**src/rtl/bp_fe_pc_seq.sv**
```systemverilog
// bp_fe_pc_seq: front-end PC sequencer with parametrised fetch depth.
// Issues fetch PCs, tracks in-flight fetches, delivers to the FE queue.
//
// Ports:
//   clk_i, reset_n_i          clock, async active-low reset
//   redirect_v_i/_pc_i        BE redirect (always accepted)
//   fetch_v_o/_pc_o/_ready_i  I$/ITLB fetch request handshake
//   poison_o                  per-stage kill for the in-flight fetches
//   resp_v_i/_miss_i          I$ response aligned to the final stage
//   resp_kind_i/_tgt_i        predecode: 0 none, 1 jump, 2 call, 3 return
//   out_v_o/_pc_o/_ready_i    delivery to the FE queue
//   ras_empty_o               return-address stack holds no entries
//
// Optional feature: define BP_FE_PC_SEQ_RAS_EN to build the return-address
// stack. Without it calls act as plain jumps and returns as sequential.

module bp_fe_pc_seq #(
    parameter int vaddr_width_p = 39,
    parameter int fetch_bytes_p = 4,
    parameter int stages_p      = 2,
    parameter int ras_depth_p   = 8,
    parameter logic [vaddr_width_p-1:0] boot_pc_p =
        vaddr_width_p'(32'h8000_0000)
) (
    input  logic                     clk_i,
    input  logic                     reset_n_i,

    input  logic                     redirect_v_i,
    input  logic [vaddr_width_p-1:0] redirect_pc_i,

    output logic                     fetch_v_o,
    output logic [vaddr_width_p-1:0] fetch_pc_o,
    input  logic                     fetch_ready_i,

    output logic [stages_p-1:0]      poison_o,

    input  logic                     resp_v_i,
    input  logic                     resp_miss_i,
    input  logic [1:0]               resp_kind_i,
    input  logic [vaddr_width_p-1:0] resp_tgt_i,

    output logic                     out_v_o,
    output logic [vaddr_width_p-1:0] out_pc_o,
    input  logic                     out_ready_i,

    output logic                     ras_empty_o
);

    localparam int S = stages_p - 1;
    localparam logic [vaddr_width_p-1:0] FB =
        vaddr_width_p'(fetch_bytes_p);
    localparam logic [stages_p-1:0] YOUNG =
        {1'b0, {(stages_p-1){1'b1}}};

    typedef enum logic [1:0] {
        e_idle,
        e_run,
        e_stall
    } state_e;

    state_e state_q, state_d;

    logic [vaddr_width_p-1:0] npc_q, npc_d;
    logic [stages_p-1:0]      sv_q;
    logic [vaddr_width_p-1:0] spc_q [stages_p];

    logic                     s_v;
    logic [vaddr_width_p-1:0] s_pc;
    logic                     deliver;
    logic                     fail;
    logic                     k_tgt;
    logic                     k_ret;
    logic                     ovr;
    logic [vaddr_width_p-1:0] ovr_pc;
    logic                     issue;

    assign s_v  = sv_q[S];
    assign s_pc = spc_q[S];

    assign deliver = s_v & resp_v_i & ~resp_miss_i & out_ready_i;
    assign fail    = s_v & ~deliver;

    assign out_v_o  = deliver;
    assign out_pc_o = s_pc;

    // A call is a jump to the predecoded target in both builds.
    assign k_tgt = (resp_kind_i == 2'd1) | (resp_kind_i == 2'd2);

`ifdef BP_FE_PC_SEQ_RAS_EN

    localparam int RW = (ras_depth_p > 1) ? $clog2(ras_depth_p) : 1;
    localparam int CW = RW + 1;

    logic [vaddr_width_p-1:0] ras_mem_q [ras_depth_p];
    logic [RW-1:0]            ras_ptr_q, ras_ptr_d;
    logic [CW-1:0]            ras_cnt_q, ras_cnt_d;
    logic [vaddr_width_p-1:0] ras_top;
    logic                     ras_push;
    logic                     ras_pop;

    // ras_ptr_q names the next free slot; the top is the one below it.
    assign ras_top     = ras_mem_q[ras_ptr_q - RW'(1)];
    assign ras_empty_o = (ras_cnt_q == '0);

    // A return on an empty stack is left to fall through sequentially.
    assign k_ret  = (resp_kind_i == 2'd3) & ~ras_empty_o;
    assign ovr_pc = k_ret ? ras_top : resp_tgt_i;

    assign ras_push = ovr & (resp_kind_i == 2'd2);
    assign ras_pop  = ovr & k_ret;

    always_comb begin
        ras_ptr_d = ras_ptr_q;
        ras_cnt_d = ras_cnt_q;
        if (ras_push) begin
            // Wrapping the pointer overwrites the oldest entry when full.
            ras_ptr_d = ras_ptr_q + RW'(1);
            if (ras_cnt_q != CW'(ras_depth_p)) begin
                ras_cnt_d = ras_cnt_q + CW'(1);
            end
        end else if (ras_pop) begin
            ras_ptr_d = ras_ptr_q - RW'(1);
            ras_cnt_d = ras_cnt_q - CW'(1);
        end
    end

    always_ff @(posedge clk_i or negedge reset_n_i) begin
        if (!reset_n_i) begin
            ras_ptr_q <= '0;
            ras_cnt_q <= '0;
            for (int i = 0; i < ras_depth_p; i++) begin
                ras_mem_q[i] <= '0;
            end
        end else begin
            ras_ptr_q <= ras_ptr_d;
            ras_cnt_q <= ras_cnt_d;
            if (ras_push) begin
                ras_mem_q[ras_ptr_q] <= s_pc + FB;
            end
        end
    end

`else

    assign k_ret       = 1'b0;
    assign ovr_pc      = resp_tgt_i;
    assign ras_empty_o = 1'b1;

`endif

    // A redirect in the same cycle wins over any predecode override.
    assign ovr = deliver & ~redirect_v_i & (k_tgt | k_ret);

    always_comb begin
        if (redirect_v_i) begin
            fetch_pc_o = redirect_pc_i;
        end else if (ovr) begin
            fetch_pc_o = ovr_pc;
        end else begin
            fetch_pc_o = npc_q;
        end
    end

    always_comb begin
        if (redirect_v_i | fail) begin
            poison_o = '1;
        end else if (ovr) begin
            poison_o = YOUNG;
        end else begin
            poison_o = '0;
        end
    end

    always_comb begin
        state_d   = state_q;
        fetch_v_o = redirect_v_i;
        unique case (state_q)
            e_idle: begin
            end
            e_run: begin
                if (!fail) begin
                    fetch_v_o = 1'b1;
                end else if (!redirect_v_i) begin
                    state_d = e_stall;
                end
            end
            e_stall: begin
                if (out_ready_i) begin
                    fetch_v_o = 1'b1;
                end
                if (fetch_v_o & fetch_ready_i) begin
                    state_d = e_run;
                end
            end
            default: state_d = e_idle;
        endcase
        if (redirect_v_i) begin
            state_d = e_run;
        end
    end

    assign issue = fetch_v_o & fetch_ready_i;

    // An unaccepted fetch keeps its PC, so targets are never dropped.
    always_comb begin
        if (fail & ~redirect_v_i) begin
            npc_d = s_pc;
        end else if (issue) begin
            npc_d = fetch_pc_o + FB;
        end else begin
            npc_d = fetch_pc_o;
        end
    end

    always_ff @(posedge clk_i or negedge reset_n_i) begin
        if (!reset_n_i) begin
            state_q <= e_idle;
            npc_q   <= boot_pc_p;
        end else begin
            state_q <= state_d;
            npc_q   <= npc_d;
        end
    end

    // The pipe shifts every cycle; poisoned entries move on as bubbles.
    always_ff @(posedge clk_i or negedge reset_n_i) begin
        if (!reset_n_i) begin
            sv_q <= '0;
            for (int i = 0; i < stages_p; i++) begin
                spc_q[i] <= '0;
            end
        end else begin
            sv_q[0]  <= issue;
            spc_q[0] <= fetch_pc_o;
            for (int i = 1; i < stages_p; i++) begin
                sv_q[i]  <= sv_q[i-1] & ~poison_o[i-1];
                spc_q[i] <= spc_q[i-1];
            end
        end
    end

endmodule
```
**config.mk**
```make
export PLATFORM = sky130hd
export DESIGN_NAME = bp_fe_pc_seq
export DESIGN_NICKNAME = d
export VERILOG_FILES = /design/src/rtl/bp_fe_pc_seq.sv
export SDC_FILE = /design/constraint.sdc
export NUM_CORES = 1
export LEC_CHECK = 0
export CORE_ASPECT_RATIO = 0.8
export CORE_UTILIZATION = 43
export CTS_BUF_LIST = sky130_fd_sc_hd__clkbuf_8 sky130_fd_sc_hd__clkbuf_16
export DETAILED_ROUTE_END_ITERATION = 10
export GPL_TIMING_DRIVEN = 0
export PLACE_DENSITY = 0.87
export SLEW_MARGIN = 20
export SYNTH_ARGS = -nofsm -noshare
export SYNTH_HDL_FRONTEND = slang
export SYNTH_SLANG_ARGS = --single-unit
```
**constraint.sdc**
```tcl
create_clock -name clk_i -period 2.7 [get_ports clk_i]
set_clock_uncertainty 0.15 [all_clocks]
set_input_delay 0.54 -clock clk_i [delete_from_list [all_inputs] [get_ports clk_i]]
set_output_delay 0.54 -clock clk_i [all_outputs]
set_load 0.005 [all_outputs]
```
; Word level (Yosys, flattened, before mapping)
; Index checks and enable logic that the tools add are counted.
; W data, S select, Z words.
[totals]
regBits = 121
input_bits = 87
output_inout_bits = 83
word_cells = 45
[classes]
add_sub_neg = 1
n_eq_ne = 7
n_mux = 14
n_bitwise = 16
reduce_logical = 2
[ops]
columns = operator, n
row1 = $mux W39, 4
row2 = $add A39 B3 Y39 const B, 1
row3 = $and A1 B1 Y1, 10
row4 = $mux W2, 4
row5 = $ne A3 B3 Y1 const B, 2
row6 = $pmux W2 S3, 1
row7 = $eq A2 B1 Y1 const B, 2
row8 = $eq A2 B2 Y1 const B, 2
row9 = $mux W1, 4
row10 = $not A1 Y1, 4
row11 = $reduce_and A3 Y1, 1
row12 = $logic_not A2 Y1, 1
row13 = $ne A2 B2 Y1 const B, 1
row14 = $or A1 B1 Y1, 2
row15 = $pmux W1 S2, 1

; Depth between registers and ports, before layout
[depth]
word_depth = 10
ltp_mapped = 13
ltp_nobuf = 11

; Least setup slack after synthesis
; OpenSTA, ideal clock, no wires.
[synth_path]
kind = input port to flip-flop
startpoint = input redirect_v_i
endpoint = register npc_q[24]
setup_time_ns = 0.082
arrival_ns = 3.098
required_time_ns = 2.468
setup_slack_ns = -0.630
path_stages = 10
n_path_buf = 2
cell_sequence = buf_2 -> inv_4 -> buf_1 -> a2bb2oi_1 -> ha_1 -> nand4_1 -> nor4_4 -> nand3_2 -> or4_1 -> a31oi_1
[synth_via]
elab_chain_len = 8
elab_cells_between_ends = 14
classes_between = add/sub (1) / mux (8) / bitwise (5)
[synth_rtl]
columns = item, line_no
row1 = start: declaration, 28  ; input logic redirect_v_i,
row2 = $not A1 Y1, 152  ; assign ovr = deliver & ~redirect_v_i & (k_tgt | k_ret);
row3 = $and A1 B1 Y1 (2 in a row), 152
row4 = $mux W39, 157  ; end else if (ovr) begin
row5 = $mux W39 (*), 155  ; if (redirect_v_i) begin
row6 = named net fetch_pc_o[3], 32  ; output logic [vaddr_width_p-1:0] fetch_pc_o,
row7 = $add A39 B3 Y39 (*), 209  ; npc_d = fetch_pc_o + FB;
row8 = $mux W39 (*), 208  ; end else if (issue) begin
row9 = $mux W39 (*), 206  ; if (fail & ~redirect_v_i) begin
row10 = named net npc_d[24], 63  ; logic [vaddr_width_p-1:0] npc_q, npc_d;
row11 = end signal: assignment, 218  ; npc_q <= boot_pc_p;
row12 = end signal: assignment, 221  ; npc_q <= npc_d;
row13 = end: declaration, 63
; Mark *: on every way through the listed nets, which the timed path passes. The rest lies on a longest branch. The select of a mux whose other input is x is not followed.
; A chain may end at the register's enable or synchronous reset.

; Final worst setup path
[layout_path]
startpoint = register state_q[1]
endpoint = register npc_q[24]
[layout_via]
elab_chain_len = 5
elab_cells_between_ends = 6
classes_between = eq/ne (2) / mux (3) / bitwise (1)
[layout_rtl]
columns = item, line_no
row1 = start: declaration, 61  ; state_e state_q, state_d;
row2 = start signal: assignment, 217  ; state_q <= e_idle;
row3 = start signal: assignment, 220  ; state_q <= state_d;
row4 = $eq A2 B2 Y1 or $eq A2 B1 Y1 (tied branches), 177  ; unique case (state_q)
row5 = $pmux W1 S2 (*), 177
row6 = $and A1 B1 Y1 (*), 202  ; assign issue = fetch_v_o & fetch_ready_i;
row7 = named net issue, 75  ; logic issue;
row8 = $mux W39 (*), 208
row9 = $mux W39 (*), 206
row10 = named net npc_d[24], 63
; Mark *: on every way through the listed nets, which the timed path passes. The rest lies on a longest branch.

==> metrics.csv <==
metric,value,unit
status,"finished, violations left",
violations,setup timing,
hp-class,reg2reg,
reg2reg_from,state_q[1]$_DFFE_PN0P_,
drt-pass1-iter-count,5,
grt_max_degree,64,
synth_cells,548,
clkLatencyLatePin,440,ps
cts_tree,built,
grt_pass1_wl,36900,um
worstSetupEndpointType,register,
p_clk_share,31.2,%
die_w,133,um
p_leak,4.53,nW
ir_drop,474,uV
worstSetupPathType,reg2reg,
synth.distinct_cells,53,
fillers,579,
start_util,45.1,%
core-area,13100,um^2
yosysTopAreaCell,dfrtp_1,
async_flop_share,100,%
ioPinCount,170,
synth.top_cell.area_share,50.7,%
gp_congestion,0.874,
clkTransAtPathRegs,70,ps
fin_crit_sh,120,%
internal_power,5.21,mW
regArea,3030,um^2
synth_nets,640,
p_switching,2.62,mW
ff2ff_setup_slack,-540,ps
fin_area,10900,um^2
ant_nets,0,
synth_flop_cell,dfrtp_1,
overflow,0,
cp.arrival,3350,ps
post-route-min-period,3240,ps
drv_slew,0,
min_from,spc_q[47]$_DFF_PN0_,
initialDrtViolationCount,734,
nNetsFinal,976,
area_delta_synth_final,84.7,%
dp.cells,891,
path_max_fanout,3,
hold_viol_final,0,
syn_area,5920,um^2
drive_above_1_share,47.8,%
yosys_warnings,0,
netlist_top_cells_area,"dfrtp_1 (51%), buf_4 (5.4%), a2bb2oi_2 (3.5%)",
vias,6507,
cts_root_buf,clkbuf_16,
post_dp_cell_area,8000,um^2
drc,0,
start_kind,register,
synth_seq_cells,121,
final_cell_mix,"buf_4 (146), dfrtp_1 (119), clkdlybuf4s50_1 (118), buf_6 (55), nor2_1 (52)",
instances_no_fill,1072,
cts_num_sinks,121,
track_usage,34.9,%
antenna_found_initial,0,
setup_viol,56,
hpwlAfterDp,12800,um
clockBufferDepth,2,
place_ws,-1590,ps
tightest_slew,761,ps
finalWirelength,28000,um
comb_power_share,38.7,%
power_frac_seq,30.1,%
h-tree-depth,4,
clock.fmax,0.309,GHz
rows,37,
die_h,107,um
multi_input_area,3380,um^2
final.setup.worst_slack,-541,ps
worstPathRequired,2810,ps
worstSetupStartpoint,state_q[1]$_DFFE_PN0P_,
swShare,33.4,%
synth_edf_count,0,
cts_buffers,17,
ys_seq_area_share,51.1,%
tns,-9910,ps
diodes,0,
rsz0062_at_grt,true,
grt_pass1_vias,6589,
drt-vias-per-instance,6.07,
buffer_ports.inserted,167,
max-cap-violations,0,
fin_util,83.2,%
syn_area_per_cell,10.8,um^2
power_density,716,nW/um^2
whs,183,ps
p_total,7.83,mW
relSlewSlack,49.3,%
wl_per_cell,26.1,um
die_area,14300,um^2
layout_commonest_cell,buf_4,
[routing by layer]
layer | global-route usage [%] | share of wire, %
met1 | 41.9 | 37
met4 | 19.3 | 5.6
met3 | 9.22 | 8.9
met2 | 57.3 | 48
met5 | 0 | 0
[worst max-delay path: stages, from the launching register on]
cell and delay (ps):
dfrtp_1 410, inv_2 140, ha_4 170, inv_2 60, o31ai_4 260, o311a_1 230, clkbuf_8 150, nand4_1 170
buf_6 190, nor4_4 380, nand3_2 150, buf_4 190, o31ai_4 280, a31oi_4 140
[layout make-up]
cell class	count	share of cell area (%)
multi-input combinational	341	30.9
buffer	68	5.27
sequential	121	27.7
inverter	14	0.641
tap	175	2.00
clock buffer	19	4.14
clock inverter	13	1.53
timing repair buffer	321	27.8
[cell families after synthesis]
kind of cell | share of synthesized area, %
mux | 1.75
compound gates | 18.6
other cells | 0.0633
fa+ha+maj | 1.06
buf+inv | 8.62
xor+xnor | 5.28
flops | 51.1
simple gates | 13.5
[final timing paths]
kind                            cells past startpoint                      to
worst min register to register                      0   out_pc_o[8]$_DFF_PN0_
worst max register to register                     13     npc_q[24]$_DFF_PN0_
worst max-delay path                               13     npc_q[24]$_DFF_PN0_
min in group asynchronous                           2     spc_q[57]$_DFF_PN0_
worst min-delay path                                0   out_pc_o[8]$_DFF_PN0_
max in group asynchronous                           3  state_q[1]$_DFFE_PN0P_
[Yosys cell counts, drive strengths merged, types with 2 or more instances]
library cell	instances
buf	55
and3	5
ha	5
nor2	55
nand4b	3
a31oi	36
and2	2
o31ai	2
xor2	22
nor3b	2
mux2	3
a2bb2oi	23
xnor2	12
nor3	2
a21oi	35
nor4	3
inv	14
o311a	2
mux2i	7
nand2	27
clkbuf	17
or3	3
nand4	16
nand3	24
o21ai	44
dfrtp	120
[repair_timing]
| action | 4_1_cts | 5_1_grt |
|---|---|---|
| setup endpoints to repair | 76 | 63 |
| buffers inserted | 121 | 35 |
| hold buffers | 1 | 0 |
| hold endpoints to repair | 61 | 0 |
| gates cloned | 2 | 0 |
| gates resized for setup | 260 | 134 |
| pin swaps | 92 | 77 |
[registers in the layout, indices dropped and copies added, names as in the netlist]
name and flops:
npc_q 39, spc_q 39, out_pc_o 39, sv_q 2, state_q 2
[power groups by stage]
stage	combinational, mW	sequential, mW	clock, mW
3_3_place_gp	1.78	2.31	0
6_report	3.03	2.36	2.44
2_1_floorplan	1.04	2.27	0
3_5_place_dp	1.85	2.32	0
5_1_grt	3.13	2.38	2.53
4_1_cts	2.38	2.30	2.38
No activity file was read; power rests on OpenSTA's default activity.
